===== config.mk =====
export PLATFORM = sky130hd
export DESIGN_NAME = bubble_sort_ctrl
export DESIGN_NICKNAME = d
export VERILOG_FILES = /design/src/rtl/sort_pkg.sv /design/src/rtl/cas_watchdog.sv /design/src/rtl/bubble_sort_ctrl.sv
export SDC_FILE = /design/constraint.sdc
export NUM_CORES = 1
export LEC_CHECK = 0
export CAP_MARGIN = 0
export CORE_MARGIN = 8
export CORE_UTILIZATION = 40
export CTS_BUF_LIST = sky130_fd_sc_hd__clkbuf_16
export CTS_CLUSTER_SIZE = 10
export DETAILED_ROUTE_END_ITERATION = 10
export SETUP_SLACK_MARGIN = 0.05
export SKIP_LAST_GASP = 1
export SLEW_MARGIN = 10
export SYNTH_ARGS = -nofsm -noshare
export SYNTH_HDL_FRONTEND = slang
export SYNTH_SLANG_ARGS = --single-unit

===== constraint.sdc =====
create_clock -name clk -period 2.11 [get_ports clk]
set_input_delay 0.211 -clock clk [delete_from_list [all_inputs] [get_ports clk]]
set_output_delay 0.211 -clock clk [all_outputs]
set_load 0.01 [all_outputs]

===== src/rtl/sort_pkg.sv =====
// Shared definitions for the bubble-sort sequencer: FSM state encoding and
// the pass-end index helper.
package sort_pkg;

  localparam int STATE_W = 3;

  typedef enum logic [STATE_W-1:0] {
    IDLE  = 3'd0,
    ISSUE = 3'd1,
    WAIT  = 3'd2,
    NEXT  = 3'd3,
    DONE  = 3'd4,
    ERROR = 3'd5
  } sort_state_t;

  // Last compare index of a pass: each pass bubbles one more element into place.
  function automatic int pass_last_idx(input int n, input int pass);
    return n - 2 - pass;
  endfunction

endpackage


===== src/rtl/cas_watchdog.sv =====
// Cycle watchdog for a compare-and-swap sequencer: counts enabled cycles since
// the last clear and flags expiry once the count reaches TIMEOUT-1.
module cas_watchdog #(
  parameter int TIMEOUT = 16
) (
  input  logic clk,
  input  logic reset_n,
  input  logic clear,
  input  logic enable,
  output logic expire
);

  localparam int CNT_W = (TIMEOUT > 1) ? $clog2(TIMEOUT) : 1;
  localparam logic [CNT_W-1:0] LIMIT = CNT_W'(TIMEOUT - 1);

  logic [CNT_W-1:0] count_reg;

  always_ff @(posedge clk or negedge reset_n) begin
    if (!reset_n) begin
      count_reg <= '0;
    end else if (clear) begin
      count_reg <= '0;
    end else if (enable && (count_reg != LIMIT)) begin
      count_reg <= count_reg + 1'b1;
    end
  end

  assign expire = (count_reg == LIMIT);

endmodule


===== src/rtl/bubble_sort_ctrl.sv =====
// Bubble-sort sequencer driving the CAS datapath one index at a time, with
// early exit on a swap-free pass and a watchdog for a hung datapath.
module bubble_sort_ctrl
  import sort_pkg::*;
#(
  parameter int ADDR_WIDTH = 2,
  parameter int TIMEOUT    = 16
) (
  input  logic                    clk,
  input  logic                    reset_n,
  input  logic                    start,
  output logic                    busy,
  output logic                    done,
  output logic                    error,
  output logic [2*ADDR_WIDTH-1:0] cmp_count,
  output logic                    cas_start,
  output logic [ADDR_WIDTH:0]     cas_i,
  input  logic                    cas_finish,
  input  logic                    cas_we
);

  localparam int N = 2**ADDR_WIDTH;

  sort_state_t             state_reg, state_next;
  logic [ADDR_WIDTH:0]     pass_reg, pass_next;
  logic [ADDR_WIDTH:0]     cas_i_reg, cas_i_next;
  logic                    swapped_reg, swapped_next;
  logic [2*ADDR_WIDTH-1:0] cmp_count_reg, cmp_count_next;
  logic                    error_reg, error_next;
  logic                    busy_reg, done_reg, cas_start_reg;
  logic                    wd_clear, wd_enable, wd_expire;

  // The ISSUE and ERROR cycles take up two cycles of the TIMEOUT budget, so
  // busy drops exactly TIMEOUT cycles after the cas_start pulse.
  cas_watchdog #(
    .TIMEOUT(TIMEOUT - 2)
  ) u_watchdog (
    .clk    (clk),
    .reset_n(reset_n),
    .clear  (wd_clear),
    .enable (wd_enable),
    .expire (wd_expire)
  );

  always_comb begin
    state_next     = state_reg;
    pass_next      = pass_reg;
    cas_i_next     = cas_i_reg;
    swapped_next   = swapped_reg;
    cmp_count_next = cmp_count_reg;
    error_next     = error_reg;
    wd_clear       = 1'b0;
    wd_enable      = 1'b0;

    unique case (state_reg)
      IDLE: begin
        if (start) begin
          state_next     = ISSUE;
          pass_next      = '0;
          cas_i_next     = '0;
          swapped_next   = 1'b0;
          cmp_count_next = '0;
          error_next     = 1'b0;
        end
      end
      ISSUE: begin
        wd_clear   = 1'b1;
        state_next = WAIT;
      end
      WAIT: begin
        wd_enable = 1'b1;
        if (cas_we) begin
          swapped_next = 1'b1;
        end
        if (cas_finish) begin
          cmp_count_next = cmp_count_reg + 1'b1;
          state_next     = NEXT;
        end else if (wd_expire) begin
          error_next = 1'b1;
          state_next = ERROR;
        end
      end
      NEXT: begin
        if (int'(cas_i_reg) < pass_last_idx(N, int'(pass_reg))) begin
          cas_i_next = cas_i_reg + 1'b1;
          state_next = ISSUE;
        end else if (!swapped_reg || (int'(pass_reg) == N - 2)) begin
          state_next = DONE;
        end else begin
          pass_next    = pass_reg + 1'b1;
          cas_i_next   = '0;
          swapped_next = 1'b0;
          state_next   = ISSUE;
        end
      end
      DONE:    state_next = IDLE;
      ERROR:   state_next = IDLE;
      default: state_next = IDLE;
    endcase
  end

  // Outputs are registered from the next state so they line up with the state.
  always_ff @(posedge clk or negedge reset_n) begin
    if (!reset_n) begin
      state_reg     <= IDLE;
      pass_reg      <= '0;
      cas_i_reg     <= '0;
      swapped_reg   <= 1'b0;
      cmp_count_reg <= '0;
      error_reg     <= 1'b0;
      busy_reg      <= 1'b0;
      done_reg      <= 1'b0;
      cas_start_reg <= 1'b0;
    end else begin
      state_reg     <= state_next;
      pass_reg      <= pass_next;
      cas_i_reg     <= cas_i_next;
      swapped_reg   <= swapped_next;
      cmp_count_reg <= cmp_count_next;
      error_reg     <= error_next;
      busy_reg      <= (state_next != IDLE);
      done_reg      <= (state_next == DONE);
      cas_start_reg <= (state_next == ISSUE);
    end
  end

  assign busy      = busy_reg;
  assign done      = done_reg;
  assign error     = error_reg;
  assign cmp_count = cmp_count_reg;
  assign cas_start = cas_start_reg;
  assign cas_i     = cas_i_reg;

endmodule


==> metrics.cfg, run 1 <==
[power_and_ir_drop]
power_density_nw_per_um2 = 1310
finalPower_mw = 1.93
p_leak_nw = 0.694
peakVddDrop_mv = 0.519

[clock_network]
cts_made_buffers = 3
htreeDepth = 1
max-clock-path-buffers = 2
path_clk_slew_ns = 0.06
cts-root-buf = clkbuf_16
cts_tree = done
clk_latency_ns = 0.25
clock-sinks = 22

[grt]
track_usage = 0.0994
grt_pass1_wl_um = 4020
grt_pass1_vias = 908
antenna_found_initial = 0
gr-total-overflow = 0
grt_max_degree = 23

[worst_setup_path]
worst_path_max_delay_cell = dfrtp_2
r2r-end = state_reg[2]
r2r_slack_ns = 0.23
ff2ff_path_depth = 7
cp_num_buf_inv = 0
worstPathArrival_ns = 2.03
crit_path_frequent_cell = ha_1
cp-startpoint = pass_reg[0]
cp_top_family = compound AO/OA/AOI/OAI gates
critical_path_class = reg2reg
crit_chain = ha_1 -> xnor2_1 -> ha_1 -> a211oi_2 -> o21ai_1 -> and3_1 -> a21o_1
required_ns = 2.26
slowest_delay_ns = 0.44
critPathMaxFanout = 6
start_kind = flop
regToRegStartpoint = pass_reg[0]
end_kind = flop

[sta]
hold_viol_final = 0
period_needed_ns = 1.88
timing.final.max_slew_violations = 0
fmax_mhz = 532
relSlewSlack = 0.601
rsz0062_at_grt = no
finalSetupViolCount = 0
clock_skew_ns = 0.00354
fin_crit_sh = 0.891
fin_setup_tns_ns = 0
worst_pin_slew_ns = 0.593

[cells_and_area]
syn_to_final_growth_pct = 23.8
insertedDiodeCount = 0
nFillCells = 286
multi_input_area_sq_um = 613
final_nets = 150
regArea_sq_um = 552
drive_above_1_share = 0.0956

[run_status]
status = finished, final reports clean

[drt]
route.final.wire_length_um = 2330
vias = 904
wl_met2_um = 1070
postRouteAntennaNets = 0
wire_per_inst_um = 13.8
routed.top_layer = met4
routedLengthMet1_um = 1110
drt-pass1-iter-count = 4
wl_met3_um = 134
drc = 0
drt-initial-drc-count = 27
via_per_inst = 5.35

[die]
fp.dieH_um = 70.6
row_count = 20
initial_core_util = 0.404
dieArea_sq_um = 4980
io_pins = 16
core_area_sq_um = 2950
die_w_um = 70.6

[worst_hold_path]
hold_path_class = in2async

[place]
hpwl_um = 1710
io_buffers = 15
gp_congestion = 0.761

[yosys]
syn_inst = 118
synth_cell_types = 36
syn-num-nets = 131
netlist_area_sq_um = 1190
yosysWarnings = 0
avgSynthCellArea_sq_um = 10.1
ys_ff_latch = 22
seq_area_frac_synth = 0.462

[job]
max_cap_violations = 0

where the power goes:
part	internal, mW	switching (mW)
sequential	0.559	0.188
combinational	0.398	0.394
clock	0.252	0.141
total	1.21	0.723
cell usage in the layout, fill, tap and decap left out, drive strengths merged, types with 5 or more instances in the layout:
cell            n
nand3           7
dfrtp          22
o21ai           7
nand2          11
nor2            7
mux2i           5
inv             7
ha              8
clkdlybuf4s50  15
a22o            5
layer usage:
metal,up-vias,global-route usage
met3,2,0.0353
met5,-,0
li1,457,-
met4,0,0.0346
met2,12,0.160
met1,433,0.120
Yosys cell counts:
| master | n | area [sq um] |
|---|---|---|
| dfrtp_1 | 22 | 551 |
| nand2_1 | 11 | 41.3 |
| ha_1 | 8 | 100 |
| inv_1 | 7 | 26.3 |
| nand3_1 | 7 | 35.0 |
| o21ai_0 | 6 | 30.0 |
| a22o_1 | 5 | 43.8 |
| mux2i_1 | 5 | 50.1 |
| nor2_1 | 5 | 18.8 |
| a21o_1 | 4 | 30.0 |
| a21oi_1 | 4 | 20.0 |
| and3_1 | 3 | 18.8 |
| nand2b_1 | 3 | 18.8 |
| xor2_1 | 3 | 26.3 |
| clkbuf_1 | 2 | 7.51 |
| nor2_2 | 2 | 12.5 |
| nor4_1 | 2 | 12.5 |
| a211oi_1 | 1 | 7.51 |
| a21boi_0 | 1 | 7.51 |
| and3b_1 | 1 | 8.76 |
| buf_2 | 1 | 5.00 |
| nand2b_4 | 1 | 13.8 |
| nand3b_1 | 1 | 7.51 |
| nand4_1 | 1 | 6.26 |
| nor2b_1 | 1 | 6.26 |
| nor3_1 | 1 | 5.00 |
| nor3b_1 | 1 | 7.51 |
| o211ai_1 | 1 | 7.51 |
| o211ai_2 | 1 | 12.5 |
| o21ai_1 | 1 | 5.00 |
| o22ai_1 | 1 | 6.26 |
| or2_0 | 1 | 6.26 |
| or3_4 | 1 | 11.3 |
| or4_1 | 1 | 7.51 |
| or4b_1 | 1 | 10.0 |
| xnor2_1 | 1 | 8.76 |
worst max-delay path by stage:
stage | slack, ns | endpoint | cells past startpoint
2_1_floorplan | 0.29 | state_reg[2] | 8
3_3_place_gp | 0.22 | state_reg[2] | 7
6_report | 0.23 | state_reg[2] | 7
3_5_place_dp | 0.12 | state_reg[2] | 8
5_1_grt | 0.09 | cas_i[2] | 9
4_1_cts | 0.11 | state_reg[2] | 8
logic make-up after synthesis:
logic type      Yosys count  share of synthesized area
compound gates           25                      0.143
xor+xnor                  4                     0.0294
fa+ha+maj                 8                     0.0839
buf+inv                  10                     0.0325
flops                    22                      0.462
mux                       5                     0.0420
simple gates             44                      0.208
cell type report:
class                           instances  share of cell area
Sequential cell                        22               0.374
Tap cell                               33              0.0280
Multi-Input combinational cell         86               0.415
Timing Repair Buffer                   17               0.112
Clock buffer                            3              0.0508
Inverter                                7              0.0178
Clock inverter                          1             0.00254
metrics by stage:
step / hold WS, ns / utilization / std cells / instance area [sq um] / worst slack [ns]
after floorplan: -0.0846 / - / 118 / 1190 / 0.294
after global placement: 0.496 / 0.467 / 164 / 1380 / 0.221
after detailed placement: 0.491 / 0.467 / 164 / 1380 / 0.124
after CTS: 0.317 / 0.494 / 168 / 1460 / 0.107
after global routing: 0.339 / 0.500 / 169 / 1480 / 0.0890
final: 0.308 / 0.500 / 169 / 1480 / 0.229
repair_timing:
action,4_1_cts,5_1_grt
setup buffers,0,1
gates resized for setup,0,4
setup endpoints to repair,0,7
hold endpoints to repair,0,0
hold buffers,0,0
Power figures use the tool's default switching activity.
==> inputs of run 2 (changes only) <==
--- a/config.mk
+++ b/config.mk
@@ -7,10 +7,11 @@
 export LEC_CHECK = 0
 export CAP_MARGIN = 0
 export CORE_MARGIN = 8
-export CORE_UTILIZATION = 40
+export CORE_UTILIZATION = 49
 export CTS_BUF_LIST = sky130_fd_sc_hd__clkbuf_16
 export CTS_CLUSTER_SIZE = 10
 export DETAILED_ROUTE_END_ITERATION = 10
+export PLACE_DENSITY = 0.72
 export SETUP_SLACK_MARGIN = 0.05
 export SKIP_LAST_GASP = 1
 export SLEW_MARGIN = 10
==> metrics.cfg, run 2 (synthesized netlist as in run 1, its figures left out) <==
[grt]
track_usage = 0.122
grt_pass1_vias = 917
grt_max_degree = 23
antenna_found_initial = 0
gr-total-overflow = 0
grt_pass1_wl_um = 4090

[worst_setup_path]
start_kind = flop
worst_path_max_delay_cell = dfrtp_2
r2r-end = state_reg[2]
end_kind = flop
r2r_slack_ns = 0.24
worstPathArrival_ns = 2.02
crit_chain = ha_1 -> xnor2_1 -> ha_1 -> a211oi_2 -> o21ai_1 -> and3_1 -> a21o_1
crit_path_frequent_cell = ha_1
regToRegStartpoint = pass_reg[0]
slowest_delay_ns = 0.44
required_ns = 2.25
critical_path_class = reg2reg
ff2ff_path_depth = 7
critPathMaxFanout = 6

[die]
io_pins = 16
die_w_um = 65.3
fp.dieH_um = 65.3
row_count = 18
core_area_sq_um = 2390
initial_core_util = 0.499
dieArea_sq_um = 4270

[clock_network]
clock-sinks = 22
cts_made_buffers = 3
max-clock-path-buffers = 2
cts-root-buf = clkbuf_16
hold_buffers = 0
clk_latency_ns = 0.25
htreeDepth = 1
path_clk_slew_ns = 0.06
cts_tree = done

[sta]
period_needed_ns = 1.87
holdWs_ns = 0.303
rsz0062_at_grt = no
worst_pin_slew_ns = 0.642
fin_crit_sh = 0.888
relSlewSlack = 0.568
fin_setup_tns_ns = 0
finalSetupViolCount = 0
fmax_mhz = 534
timing.final.max_slew_violations = 0
clock_skew_ns = 0.00261
layout_setup_ws_ns = 0.237
hold_viol_final = 0

[place]
gp_congestion = 0.849
post-place-ws_ns = 0.123
dp_cells = 161
io_buffers = 15
hpwl_um = 1700

[job]
max_cap_violations = 0

[drt]
postRouteAntennaNets = 0
vias = 907
drc = 0
route.final.wire_length_um = 2350
via_per_inst = 5.46
drt-pass1-iter-count = 4
drt-initial-drc-count = 63
wire_per_inst_um = 14.2

[run_status]
status = finished, final reports clean

[cells_and_area]
mostFrequentLayoutCell = dfrtp_1
final_cells = 166
insertedDiodeCount = 0
final_nets = 150
syn_to_final_growth_pct = 23.5
drive_above_1_share = 0.0956
mostFrequentLayoutCells = dfrtp_1 (21), clkdlybuf4s50_1 (15), nand2_1 (11)

[worst_hold_path]
hold_path_class = in2async

[power_and_ir_drop]
finalPower_mw = 1.94
power_density_nw_per_um2 = 1320
p_leak_nw = 0.694
peakVddDrop_mv = 1.10

## run 2: report_power, final
group          total [mW]  switching, mW  leakage, nW  internal, mW
sequential          0.747          0.188        0.286         0.559
combinational       0.798          0.399        0.369         0.400
clock               0.398          0.145       0.0385         0.253
total                1.94          0.731        0.694          1.21
## run 2: worst max path at each step
stage,start,end,slack (ns)
6_report,pass_reg[0],state_reg[2],0.24
5_1_grt,pass_reg[0],cas_i[2],0.09
4_1_cts,pass_reg[0],cas_i[1],0.12
3_5_place_dp,pass_reg[0],cas_i[1],0.12
3_3_place_gp,pass_reg[0],state_reg[2],0.22
2_1_floorplan,pass_reg[0],state_reg[2],0.29
## run 2: metrics by stage
step                utilization  instance area (sq um)
floorplan                     -                   1190
global placement          0.576                   1380
detailed placement        0.576                   1380
CTS                       0.609                   1450
global route              0.617                   1470
finish                    0.617                   1470
## run 2: area by class of cell
cell class	count	area [sq um]
clock inverter	1	3.75
sequential	22	552
timing repair buffer	17	165
inverter	7	26.3
tap	30	37.5
multi-input combinational	86	613
fill	208	915
clock buffer	3	75.1
## run 2: critical path, delay by kind of cell (launching register included)
kind                       cells  cell delay (ns)
AOI/OAI and AO/OA              3             0.57
xor gates and xnor gates       1             0.14
adders and majority gates      2             0.43
DFF                            1             0.44
and+or+nand+nor                1             0.19
## run 2: routing by layer
metal / GRT usage / vias to the layer above / part of all wire
met1: 0.142 / 432 / 0.46
li1: - / 459 / -
met3: 0.0510 / 2 / 0.071
met2: 0.192 / 14 / 0.45
met4: 0.0572 / 0 / 0.012
met5: 0 / - / 0
## run 2: timing repair
action / CTS / global route
buffers inserted: 0 / 1
gates resized for setup: 0 / 4
setup endpoints to repair: 0 / 7
==> inputs of run 3 (changes only) <==
--- a/config.mk
+++ b/config.mk
@@ -11,7 +11,7 @@
 export CTS_BUF_LIST = sky130_fd_sc_hd__clkbuf_16
 export CTS_CLUSTER_SIZE = 10
 export DETAILED_ROUTE_END_ITERATION = 10
-export PLACE_DENSITY = 0.72
+export PLACE_DENSITY = 0.68
 export SETUP_SLACK_MARGIN = 0.05
 export SKIP_LAST_GASP = 1
 export SLEW_MARGIN = 10
==> metrics.cfg, run 3 (synthesized netlist as in run 1, its figures left out) <==
[worst_setup_path]
worst_path_max_delay_cell = dfrtp_2
crit_chain = inv_1 -> ha_1 -> inv_1 -> ha_1 -> o21ai_1 -> o21ai_1 -> and3_1 -> a21o_1
critical_path_class = reg2reg
worstPathArrival_ns = 2.02
critPathMaxFanout = 6
slowest_delay_ns = 0.41
start_kind = flop
cp_num_buf_inv = 2
cp_top_family = adder cells
required_ns = 2.26
end_kind = flop

[sta]
holdWs_ns = 0.297
finalSetupViolCount = 0
period_needed_ns = 1.87
clock_skew_ns = 0.00154
fmax_mhz = 536
rsz0062_at_grt = yes
hold_viol_final = 0
worst_pin_slew_ns = 0.625
fin_crit_sh = 0.885
layout_setup_ws_ns = 0.244
relSlewSlack = 0.579
timing.final.max_slew_violations = 0
fin_setup_tns_ns = 0

[power_and_ir_drop]
finalPower_mw = 1.96
p_leak_nw = 0.699
peakVddDrop_mv = 0.753
power_density_nw_per_um2 = 1320

[drt]
via_per_inst = 5.48
routedLengthMet1_um = 1160
wl_met2_um = 1090
vias = 910
drc = 0
route.final.wire_length_um = 2410
postRouteAntennaNets = 0
drt-initial-drc-count = 25
drt-pass1-iter-count = 4
wl_met3_um = 119
routed.top_layer = met4
wire_per_inst_um = 14.5

[die]
io_pins = 16
core_area_sq_um = 2390
row_count = 18
dieArea_sq_um = 4270
fp.dieH_um = 65.3
die_w_um = 65.3
initial_core_util = 0.499

[grt]
grt_pass1_vias = 927
grt_pass1_wl_um = 4260
gr-total-overflow = 0
grt_max_degree = 23
antenna_found_initial = 0
track_usage = 0.128

[clock_network]
htreeDepth = 1
max-clock-path-buffers = 2
cts_tree = done
hold_buffers = 0
cts_made_buffers = 3
clock-sinks = 22
cts-root-buf = clkbuf_16
path_clk_slew_ns = 0.06
clk_latency_ns = 0.26

[place]
dp_cells = 161
post-place-ws_ns = 0.112
io_buffers = 15
place_area_sq_um = 1380
gp_congestion = 0.794
hpwl_um = 1750

[cells_and_area]
regArea_sq_um = 552
drive_above_1_share = 0.103
multi_input_area_sq_um = 618
final_cells = 166
fin_area_sq_um = 1480
syn_to_final_growth_pct = 23.9
final_nets = 150
mostFrequentLayoutCells = dfrtp_1 (21), clkdlybuf4s50_1 (15), nand2_1 (11)
mostFrequentLayoutCell = dfrtp_1
nFillCells = 199
fin_util = 0.619
insertedDiodeCount = 0

[worst_hold_path]
hold_path_class = in2async

[run_status]
status = finished, final reports clean

[job]
max_cap_violations = 0

## run 3: cell count changes in the layout (fill, tap and decap cells not counted)
cell	delta
nand3_1	-1
nand3_2	+1
## run 3: layout make-up
cell class / count / area share
inverter: 7 / 0.0178
multi-input combinational: 86 / 0.418
timing repair buffer: 17 / 0.112
clock inverter: 1 / 0.00254
sequential: 22 / 0.373
tap: 30 / 0.0254
clock buffer: 3 / 0.0508
## run 3: where the power goes
part	leakage (nW)	internal [mW]	switching [mW]
sequential	0.286	0.559	0.192
combinational	0.374	0.402	0.399
clock	0.0385	0.253	0.152
total	0.699	1.21	0.743
## run 3: worst reg2reg max path: stages, from the launching register on
cell and delay [ns]:
dfrtp_2 0.41, inv_1 0.06, ha_1 0.29, inv_1 0.04, ha_1 0.26, o21ai_1 0.22
o21ai_1 0.14, and3_1 0.19, a21o_1 0.15
## run 3: layer usage
layer  vias to the layer above  GRT usage
met3                         5     0.0340
met4                         0     0.0654
met1                       435      0.158
met5                         -          0
li1                        456          -
met2                        14      0.200
## run 3: final timing paths
path                             startpoint      endpoint  slack [ns]  cells past startpoint
min in group clk                      error         error        0.52                      1
worst max-delay path            pass_reg[0]  state_reg[2]        0.24                      8
worst min-delay path                reset_n  cmp_count[0]        0.30                      2
worst max register to register  pass_reg[0]  state_reg[2]        0.24                      8
worst min register to register        error         error        0.52                      1
max in group asynchronous           reset_n   pass_reg[0]        1.57                      2
## run 3: what timing repair did
item,4_1_cts,5_1_grt
resized for setup,0,5
buffers inserted,0,1
setup endpoints to repair,0,7
